===== src/rtl/mips32_prog_loader.sv =====
// rtl/mips32_prog_loader.sv - packs a byte stream into instruction words, loads them, then runs the core
// Optional trailing XOR checksum byte after HLT: define MIPS32_LOADER_CHECKSUM_EN.
module mips32_prog_loader #(
  parameter int ADDR_W    = 10,
  parameter int MAX_WORDS = 1024
) (
  input  logic              clk1,
  input  logic              rst,
  input  logic              load_start,
  input  logic              in_valid,
  input  logic [7:0]        in_data,
  output logic              in_ready,
  output logic              mem_we,
  output logic [ADDR_W-1:0] mem_addr,
  output logic [31:0]       mem_wdata,
  output logic              core_run,
  input  logic              core_halted,
  output logic [ADDR_W:0]   word_count,
  output logic              done,
  output logic              err
);

  typedef enum logic [2:0] {
    S_IDLE, S_LOAD, S_WRITE, S_CKSUM, S_START, S_RUN, S_DONE, S_ERR
  } state_t;

  localparam logic [ADDR_W-1:0] LAST_ADDR = ADDR_W'(MAX_WORDS - 1);

  state_t              state_q, state_d;
  logic [31:0]         word_q, word_d;
  logic [1:0]          byte_cnt_q, byte_cnt_d;
  logic [ADDR_W-1:0]   addr_q, addr_d;
  logic [ADDR_W:0]     word_count_q, word_count_d;
`ifdef MIPS32_LOADER_CHECKSUM_EN
  logic [7:0]          xor_q, xor_d;
`endif

  logic is_hlt;
  assign is_hlt = (word_q[31:26] == 6'h3F);

  always_ff @(posedge clk1 or posedge rst) begin
    if (rst) begin
      state_q      <= S_IDLE;
      word_q       <= '0;
      byte_cnt_q   <= '0;
      addr_q       <= '0;
      word_count_q <= '0;
`ifdef MIPS32_LOADER_CHECKSUM_EN
      xor_q        <= '0;
`endif
    end else begin
      state_q      <= state_d;
      word_q       <= word_d;
      byte_cnt_q   <= byte_cnt_d;
      addr_q       <= addr_d;
      word_count_q <= word_count_d;
`ifdef MIPS32_LOADER_CHECKSUM_EN
      xor_q        <= xor_d;
`endif
    end
  end

  always_comb begin
    state_d      = state_q;
    word_d       = word_q;
    byte_cnt_d   = byte_cnt_q;
    addr_d       = addr_q;
    word_count_d = word_count_q;
`ifdef MIPS32_LOADER_CHECKSUM_EN
    xor_d        = xor_q;
`endif
    in_ready     = 1'b0;
    mem_we       = 1'b0;
    core_run     = 1'b0;
    done         = 1'b0;
    err          = 1'b0;

    case (state_q)
      S_IDLE, S_DONE, S_ERR: begin
        done = (state_q == S_DONE);
        err  = (state_q == S_ERR);
        if (load_start) begin
          state_d      = S_LOAD;
          word_d       = '0;
          byte_cnt_d   = '0;
          addr_d       = '0;
          word_count_d = '0;
`ifdef MIPS32_LOADER_CHECKSUM_EN
          xor_d        = '0;
`endif
        end
      end
      S_LOAD: begin
        in_ready = 1'b1;
        if (in_valid) begin
          word_d     = {word_q[23:0], in_data};
          byte_cnt_d = byte_cnt_q + 2'd1;
`ifdef MIPS32_LOADER_CHECKSUM_EN
          xor_d      = xor_q ^ in_data;
`endif
          if (byte_cnt_q == 2'd3) state_d = S_WRITE;
        end
      end
      S_WRITE: begin
        mem_we       = 1'b1;
        word_count_d = word_count_q + {{ADDR_W{1'b0}}, 1'b1};
        byte_cnt_d   = '0;
        // Saturate at the last slot so the address never wraps to 0.
        if (addr_q != LAST_ADDR) addr_d = addr_q + {{(ADDR_W-1){1'b0}}, 1'b1};
        if (is_hlt) begin
`ifdef MIPS32_LOADER_CHECKSUM_EN
          state_d = S_CKSUM;
`else
          state_d = S_START;
`endif
        end else if (addr_q == LAST_ADDR) begin
          state_d = S_ERR;
        end else begin
          state_d = S_LOAD;
        end
      end
`ifdef MIPS32_LOADER_CHECKSUM_EN
      S_CKSUM: begin
        in_ready = 1'b1;
        if (in_valid) state_d = (in_data == xor_q) ? S_START : S_ERR;
      end
`endif
      // core_halted is deliberately not looked at here; it may still be high from a previous run.
      S_START: state_d = S_RUN;
      S_RUN: begin
        core_run = 1'b1;
        if (core_halted) state_d = S_DONE;
      end
      default: state_d = S_IDLE;
    endcase
  end

  assign mem_addr   = addr_q;
  assign mem_wdata  = word_q;
  assign word_count = word_count_q;

endmodule

===== config.mk =====
export PLATFORM = sky130hd
export DESIGN_NAME = mips32_prog_loader
export DESIGN_NICKNAME = d
export VERILOG_FILES = /design/src/rtl/mips32_prog_loader.sv
export SDC_FILE = /design/constraint.sdc
export NUM_CORES = 1
export LEC_CHECK = 0
export BUFFER_PORTS_ARGS = -buffer_cell sky130_fd_sc_hd__buf_2
export CORE_MARGIN = 2
export CORE_UTILIZATION = 56
export DETAILED_ROUTE_END_ITERATION = 12
export GPL_TIMING_DRIVEN = 0
export MAX_ROUTING_LAYER = met4
export PLACE_DENSITY_LB_ADDON = 0.15
export SYNTH_ARGS = -nofsm -noshare
export SYNTH_HDL_FRONTEND = slang
export SYNTH_SLANG_ARGS = --single-unit
export TNS_END_PERCENT = 10

===== constraint.sdc =====
create_clock -name clk1 -period 5.4 [get_ports clk1]
set_clock_uncertainty 0.1 [all_clocks]
set_input_delay 0 -clock clk1 [delete_from_list [all_inputs] [get_ports clk1]]
set_output_delay 0 -clock clk1 [all_outputs]
set_load 0.005 [all_outputs]

==> impl_metrics.py, run 1 <==
metrics = {
    "sta": {
        "period_minus_slack_ns": 2.25,
        "worst_pin_slew_ns": 0.528,
        "tns_ns": 0,
        "rsz0062_at_grt": "false",
        "min_period_over_period_pct": 41.7,
        "fmax_mhz": 444,
        "drv_slew": 0,
        "hold_violations": 0,
        "holdWs_ns": 0.0205,
        "setup_viol": 0,
        "relSlewSlack_pct": 64.5,
    },
    "layout": {
        "ff_latch_area_sq_um": 1450,
        "n_antenna_cell": 0,
        "drive_gt1_share_pct": 30.3,
        "syn2layout_area_growth_pct": 28.2,
        "multi_input_area_sq_um": 1070,
        "nets": 341,
        "fillers": 314,
        "fin_util_pct": 75.7,
        "final_cells": 382,
        "finalInstanceArea_sq_um": 3340,
    },
    "synth": {
        "synth_area_per_cell_sq_um": 11.1,
        "ys_seq_area_share_pct": 55.7,
        "syn_area_sq_um": 2600,
        "syn_nets": 251,
        "synth_cell_types": 43,
        "synth_warnings": 0,
        "synth-seq-cells": 58,
        "synthCells": 235,
        "synth_edf_count": 0,
        "synthArstFlopShare_pct": 100,
        "ys.flop_type": "dfrtp_1",
    },
    "placed_design": {
        "dp.cells": 357,
        "io_buffers": 69,
        "place_congestion": 0.843,
        "post_dp_cell_area_sq_um": 3040,
        "dp_hpwl_um": 4160,
    },
    "drt": {
        "top_layer_used": "met4",
        "wl_met1_um": 2630,
        "drtIter0Drc": 103,
        "wirelength_um": 6230,
        "routed-wl-met2_um": 3200,
        "ant_nets": 0,
        "drc": 0,
        "viasPerCell": 5.86,
        "dr_total_vias": 2237,
        "wl_met3_um": 310,
        "routedWlPerCell_um": 16.3,
        "firstDrtPassIters": 4,
    },
    "clock_network": {
        "cts.path.max_buffers": 2,
        "cts-htree-levels": 3,
        "clkTransAtPathRegs_ns": 0.07,
        "ctsResizeCount": 0,
        "cts_buffers": 9,
        "clock-root-buffer": "clkbuf_8",
        "postCtsSetupBuffers": 0,
        "cts_tree": "done",
        "hold_buffers": 9,
        "cts_sinks": 58,
        "clock_latency_ns": 0.34,
    },
    "grt": {
        "grt-ovfl-total": 0,
        "grt_max_degree": 41,
        "antenna_found_initial": 0,
        "grt_pass1_wl_um": 10100,
        "groute.usage.overall_pct": 26.4,
        "grt_pass1_vias": 2159,
    },
    "worst_setup_path": {
        "start_kind": "flip-flop",
        "crit_type": "reg -> reg",
        "worstRegToRegCells": 6,
        "worstReg2RegStart": "state_q[0]$_DFFE_PP0P_",
        "crit_arrival_ns": 2.37,
        "path_max_fanout": 10,
        "timing.rr.end": "mem_wdata[17]$_DFFE_PP0P_",
        "required_ns": 5.51,
        "worstSetupStartpoint": "state_q[0]$_DFFE_PP0P_",
        "r2r_slack_ns": 3.15,
        "end_kind": "flip-flop",
    },
    "floorplanning": {
        "rows": 24,
        "die_area_sq_um": 5210,
        "core_sq_um": 4410,
        "die_w_um": 72.2,
        "start_util_pct": 59.0,
        "ios": 71,
        "die_h_um": 72.2,
    },
    "hold_path": {
        "hold_class": "in -> reg",
        "min_to": "state_q[2]$_DFFE_PP0P_",
        "hold_depth": 3,
        "worstHoldStart": "load_start",
    },
    "pwr": {
        "peakVddDrop_mv": 0.350,
        "p_leak_nw": 1.68,
        "pwr_density_cell_nw_per_um2": 498,
    },
    "status": {
        "status": "complete, no violations",
    },
    "flow_run": {
        "maxCapViolations": 0,
    },
}
[state kept, by name, summed over array words and instances, names as in the netlist]
signal and count:
state_q 3, mem_addr 10, word_count 11, mem_wdata 32, byte_cnt_q 2
[Yosys cell counts (4+ instances only)]
master / n / area (sq um)
nor3_1: 6 / 30.0
dfrtp_1: 58 / 1450
and3_1: 5 / 31.3
clkbuf_1: 6 / 22.5
nor2_1: 14 / 52.6
a22o_1: 35 / 307
a21oi_1: 6 / 30.0
nand2_1: 13 / 48.8
nand3_1: 13 / 65.1
a211oi_1: 4 / 30.0
o21ai_0: 13 / 65.1
buf_2: 7 / 35.0
nand4_1: 5 / 31.3
o31ai_1: 4 / 30.0
[power by group]
group | internal [mW] | switching [mW]
clock | 0.250 | 0.171
combinational | 0.264 | 0.244
sequential | 0.586 | 0.150
[routing by layer]
metal	GRT usage, %	vias to the layer above
li1	-	1072
met1	32.6	1097
met2	42.4	62
met3	6.81	6
met4	9.43	0
met5	-	-
[cell usage in the layout (no fill, tap or decap), types with 2 or more instances in the layout]
master         count
inv_2              2
buf_2             76
a21oi_1            6
o21ai_0           13
nand2_1           13
o21ai_1            3
a22o_1            35
mux2i_1            3
a31oi_1            2
clkinv_2           2
clkbuf_8          12
nor3_1             6
ha_1               3
dlygate4sd3_1      9
dfrtp_1           58
o21a_1             2
or4_1              3
o211ai_1           2
o31ai_1            4
and3_1             5
nand2b_1           2
nor2_1            14
nor2b_1            2
nand4_1            5
and2_1             2
nand3_1           13
or3_1              3
clkbuf_1           6
a211oi_1           4
[layout make-up]
type | count | share of cell area (%)
clock inverter | 4 | 1.46
tap | 52 | 1.95
sequential | 58 | 43.5
multi-input combinational | 159 | 31.9
timing repair buffer | 79 | 13.6
clock buffer | 12 | 4.95
inverter | 3 | 0.337
buffer | 15 | 2.29
[worst max-delay path by stage]
stage | cells after the start | end | slack (ns)
floorplan | 6 | word_count[9]$_DFFE_PP0P_ | 3.54
global placement | 2 | byte_cnt_q[1]$_DFFE_PP0P_ | 3.19
detailed placement | 6 | mem_wdata[17]$_DFFE_PP0P_ | 3.29
CTS | 6 | mem_wdata[17]$_DFFE_PP0P_ | 3.18
global route | 6 | mem_wdata[17]$_DFFE_PP0P_ | 3.06
finish | 6 | mem_wdata[17]$_DFFE_PP0P_ | 3.15
[metrics by stage]
step                      total power [mW]  setup WS, ns
final                                 1.66          3.15
after global routing                  1.77          3.06
after CTS                             1.66          3.18
after detailed placement              1.23          3.29
after global placement                1.21          3.19
after floorplan                       1.00          3.54
[worst max-delay path, cell delays in order, from the launching register on]
cell and delay [ns]:
dfrtp_1 0.39, buf_2 0.18, mux2i_1 0.15, a2bb2oi_1 0.43, o21ai_1 0.28, clkbuf_1 0.29
a22o_1 0.29
[logic make-up after synthesis]
| family | Yosys count | synth area share (%) |
|---|---|---|
| adder cells (fa/ha/maj) | 3 | 1.44 |
| XOR/XNOR | 1 | 0.336 |
| AO/OA/AOI/OAI | 77 | 22.0 |
| AND/OR/NAND/NOR | 75 | 15.9 |
| flip-flops | 58 | 55.7 |
| buffers and inverters | 18 | 3.36 |
| multiplexers | 3 | 1.15 |
Power figures use the tool's default switching activity.
==> run 2, diff against run 1 <==
--- a/config.mk
+++ b/config.mk
@@ -7,7 +7,7 @@
 export LEC_CHECK = 0
 export BUFFER_PORTS_ARGS = -buffer_cell sky130_fd_sc_hd__buf_2
 export CORE_MARGIN = 2
-export CORE_UTILIZATION = 56
+export CORE_UTILIZATION = 52
 export DETAILED_ROUTE_END_ITERATION = 12
 export GPL_TIMING_DRIVEN = 0
 export MAX_ROUTING_LAYER = met4
==> constraint.sdc (replaced) <==
create_clock -name clk1 -period 2.1 [get_ports clk1]
set_clock_uncertainty 0.1 [all_clocks]
set_input_delay 0 -clock clk1 [delete_from_list [all_inputs] [get_ports clk1]]
set_output_delay 0 -clock clk1 [all_outputs]
set_load 0.005 [all_outputs]
==> impl_metrics.py, run 2 (synthesis gave the netlist of run 1 again) <==
metrics = {
    "status": {
        "status": "complete, no violations",
    },
    "floorplanning": {
        "ios": 71,
        "die_h_um": 74.8,
        "die_w_um": 74.8,
        "core_sq_um": 4790,
        "start_util_pct": 54.4,
        "die_area_sq_um": 5590,
        "rows": 25,
    },
    "clock_network": {
        "clock_latency_ns": 0.34,
        "cts.path.max_buffers": 2,
        "cts-htree-levels": 3,
        "postCtsSetupBuffers": 0,
        "clkTransAtPathRegs_ns": 0.07,
        "cts_buffers": 9,
        "cts_tree": "done",
        "clock-root-buffer": "clkbuf_8",
        "cts_sinks": 58,
    },
    "layout": {
        "nets": 342,
        "largest_reg_flops": 32,
        "layout_common_cells": "buf_2, dfrtp_1, a22o_1",
        "finalInstanceArea_sq_um": 3400,
        "fillers": 371,
        "n_antenna_cell": 0,
        "drive_gt1_share_pct": 30.6,
        "layout_commonest_cell": "buf_2",
        "syn2layout_area_growth_pct": 30.7,
        "ff_latch_area_sq_um": 1450,
        "multi_input_area_sq_um": 1070,
    },
    "drt": {
        "dr_total_vias": 2255,
        "ant_nets": 0,
        "drtIter0Drc": 115,
        "drc": 0,
        "viasPerCell": 5.68,
        "wirelength_um": 6420,
        "firstDrtPassIters": 4,
        "routedWlPerCell_um": 16.2,
    },
    "worst_setup_path": {
        "worstSetupPathDepth": 5,
        "path_max_fanout": 9,
        "cp_top_family": "simple AND/OR/NAND/NOR gates",
        "end_kind": "flip-flop",
        "critPathBufInv": 1,
        "r2r_slack_ns": 0.13,
        "start_kind": "flip-flop",
        "worstReg2RegStart": "state_q[1]$_DFFE_PP0P_",
        "crit_arrival_ns": 2.13,
        "crit_type": "reg -> reg",
        "critical-path-max-stage-delay_ns": 0.46,
        "timing.rr.end": "mem_addr[6]$_DFFE_PP0P_",
        "crit_slowest_cell": "or4b_1",
        "worstRegToRegCells": 5,
        "required_ns": 2.26,
        "path_cells": "buf_4 -> or3b_4 -> nor2_1 -> or4b_1 -> a21oi_1",
    },
    "sta": {
        "min_period_over_period_pct": 93.9,
        "tns_ns": 0,
        "setup_slack_ns": 0.128,
        "hold_violations": 0,
        "period_minus_slack_ns": 1.97,
        "rsz0062_at_grt": "false",
        "relSlewSlack_pct": 54.1,
        "drv_slew": 0,
        "setup_viol": 0,
        "fmax_mhz": 507,
        "worst_pin_slew_ns": 0.688,
    },
    "hold_path": {
        "worstHoldStart": "in_valid",
        "min_to": "state_q[1]$_DFFE_PP0P_",
        "hold_depth": 4,
        "hold_class": "in -> reg",
    },
    "flow_run": {
        "maxCapViolations": 0,
    },
    "placed_design": {
        "preCtsSetupSlack_ns": 0.0199,
        "dp_hpwl_um": 4120,
        "io_buffers": 69,
        "post_dp_cell_area_sq_um": 3050,
        "place_congestion": 0.788,
    },
    "grt": {
        "groute.usage.overall_pct": 25.7,
        "grt_max_degree": 32,
        "antenna_found_initial": 0,
        "grt_pass1_vias": 2100,
        "grt-ovfl-total": 0,
        "grt_pass1_wl_um": 10100,
    },
    "pwr": {
        "p_leak_nw": 1.69,
        "peakVddDrop_mv": 0.857,
        "finalPower_mw": 4.47,
        "pwr_density_cell_nw_per_um2": 1310,
    },
}
## run 2: layout make-up
cell class	count	area share, %
sequential	58	42.6
multi-input combinational	159	31.5
timing repair buffer	80	13.7
clock buffer	10	4.04
clock inverter	5	3.01
tap	67	2.46
buffer	15	2.35
inverter	3	0.331
## run 2: repair_timing
| item | CTS | global route |
|---|---|---|
| gates resized for setup | 1 | 3 |
| hold buffers | 10 | 0 |
| endpoints found under the hold margin | 39 | 0 |
| endpoints found under the setup margin | 1 | 19 |
| pin swaps | 0 | 1 |
## run 2: how the worst max path moves through the flow
stage | slack (ns) | start | endpoint
6_report | 0.13 | state_q[1]$_DFFE_PP0P_ | mem_addr[6]$_DFFE_PP0P_
3_5_place_dp | 0.02 | state_q[0]$_DFFE_PP0P_ | mem_wdata[20]$_DFFE_PP0P_
3_3_place_gp | -0.16 | rst | byte_cnt_q[1]$_DFFE_PP0P_
5_1_grt | 0.004 | state_q[0]$_DFFE_PP0P_ | mem_wdata[1]$_DFFE_PP0P_
2_1_floorplan | 0.24 | state_q[1]$_DFFE_PP0P_ | word_count[9]$_DFFE_PP0P_
4_1_cts | 0.13 | state_q[1]$_DFFE_PP0P_ | word_count[9]$_DFFE_PP0P_
## run 2: power by group
| group | leakage, nW | internal (mW) | switching [mW] | total (mW) |
|---|---|---|---|---|
| Sequential | 0.765 | 1.51 | 0.388 | 1.89 |
| Clock | 0.118 | 0.812 | 0.449 | 1.26 |
| Combinational | 0.809 | 0.685 | 0.628 | 1.31 |
## run 2: stage by stage
stage	cells	util, %	hold WS (ns)
after floorplan	235	-	0.0325
after global placement	371	63.4	0.117
after detailed placement	372	63.8	0.0341
after CTS	397	71.1	0.0234
after global routing	397	71.1	0.0570
final	397	71.1	0.0277
## run 2: worst reg2reg max path: stages, from the launching register on
cell,delay (ns)
dfrtp_1,0.33
buf_4,0.14
or3b_4,0.41
nor2_1,0.29
or4b_1,0.46
a21oi_1,0.16
## run 2: metal layers
metal / global-route usage (%) / wire length, um / vias up
met4: 13.3 / 145 / 0
met5: - / 0 / -
met3: 6.02 / 359 / 15
met1: 32.9 / 2890 / 1078
li1: - / - / 1080
met2: 38.2 / 3030 / 82
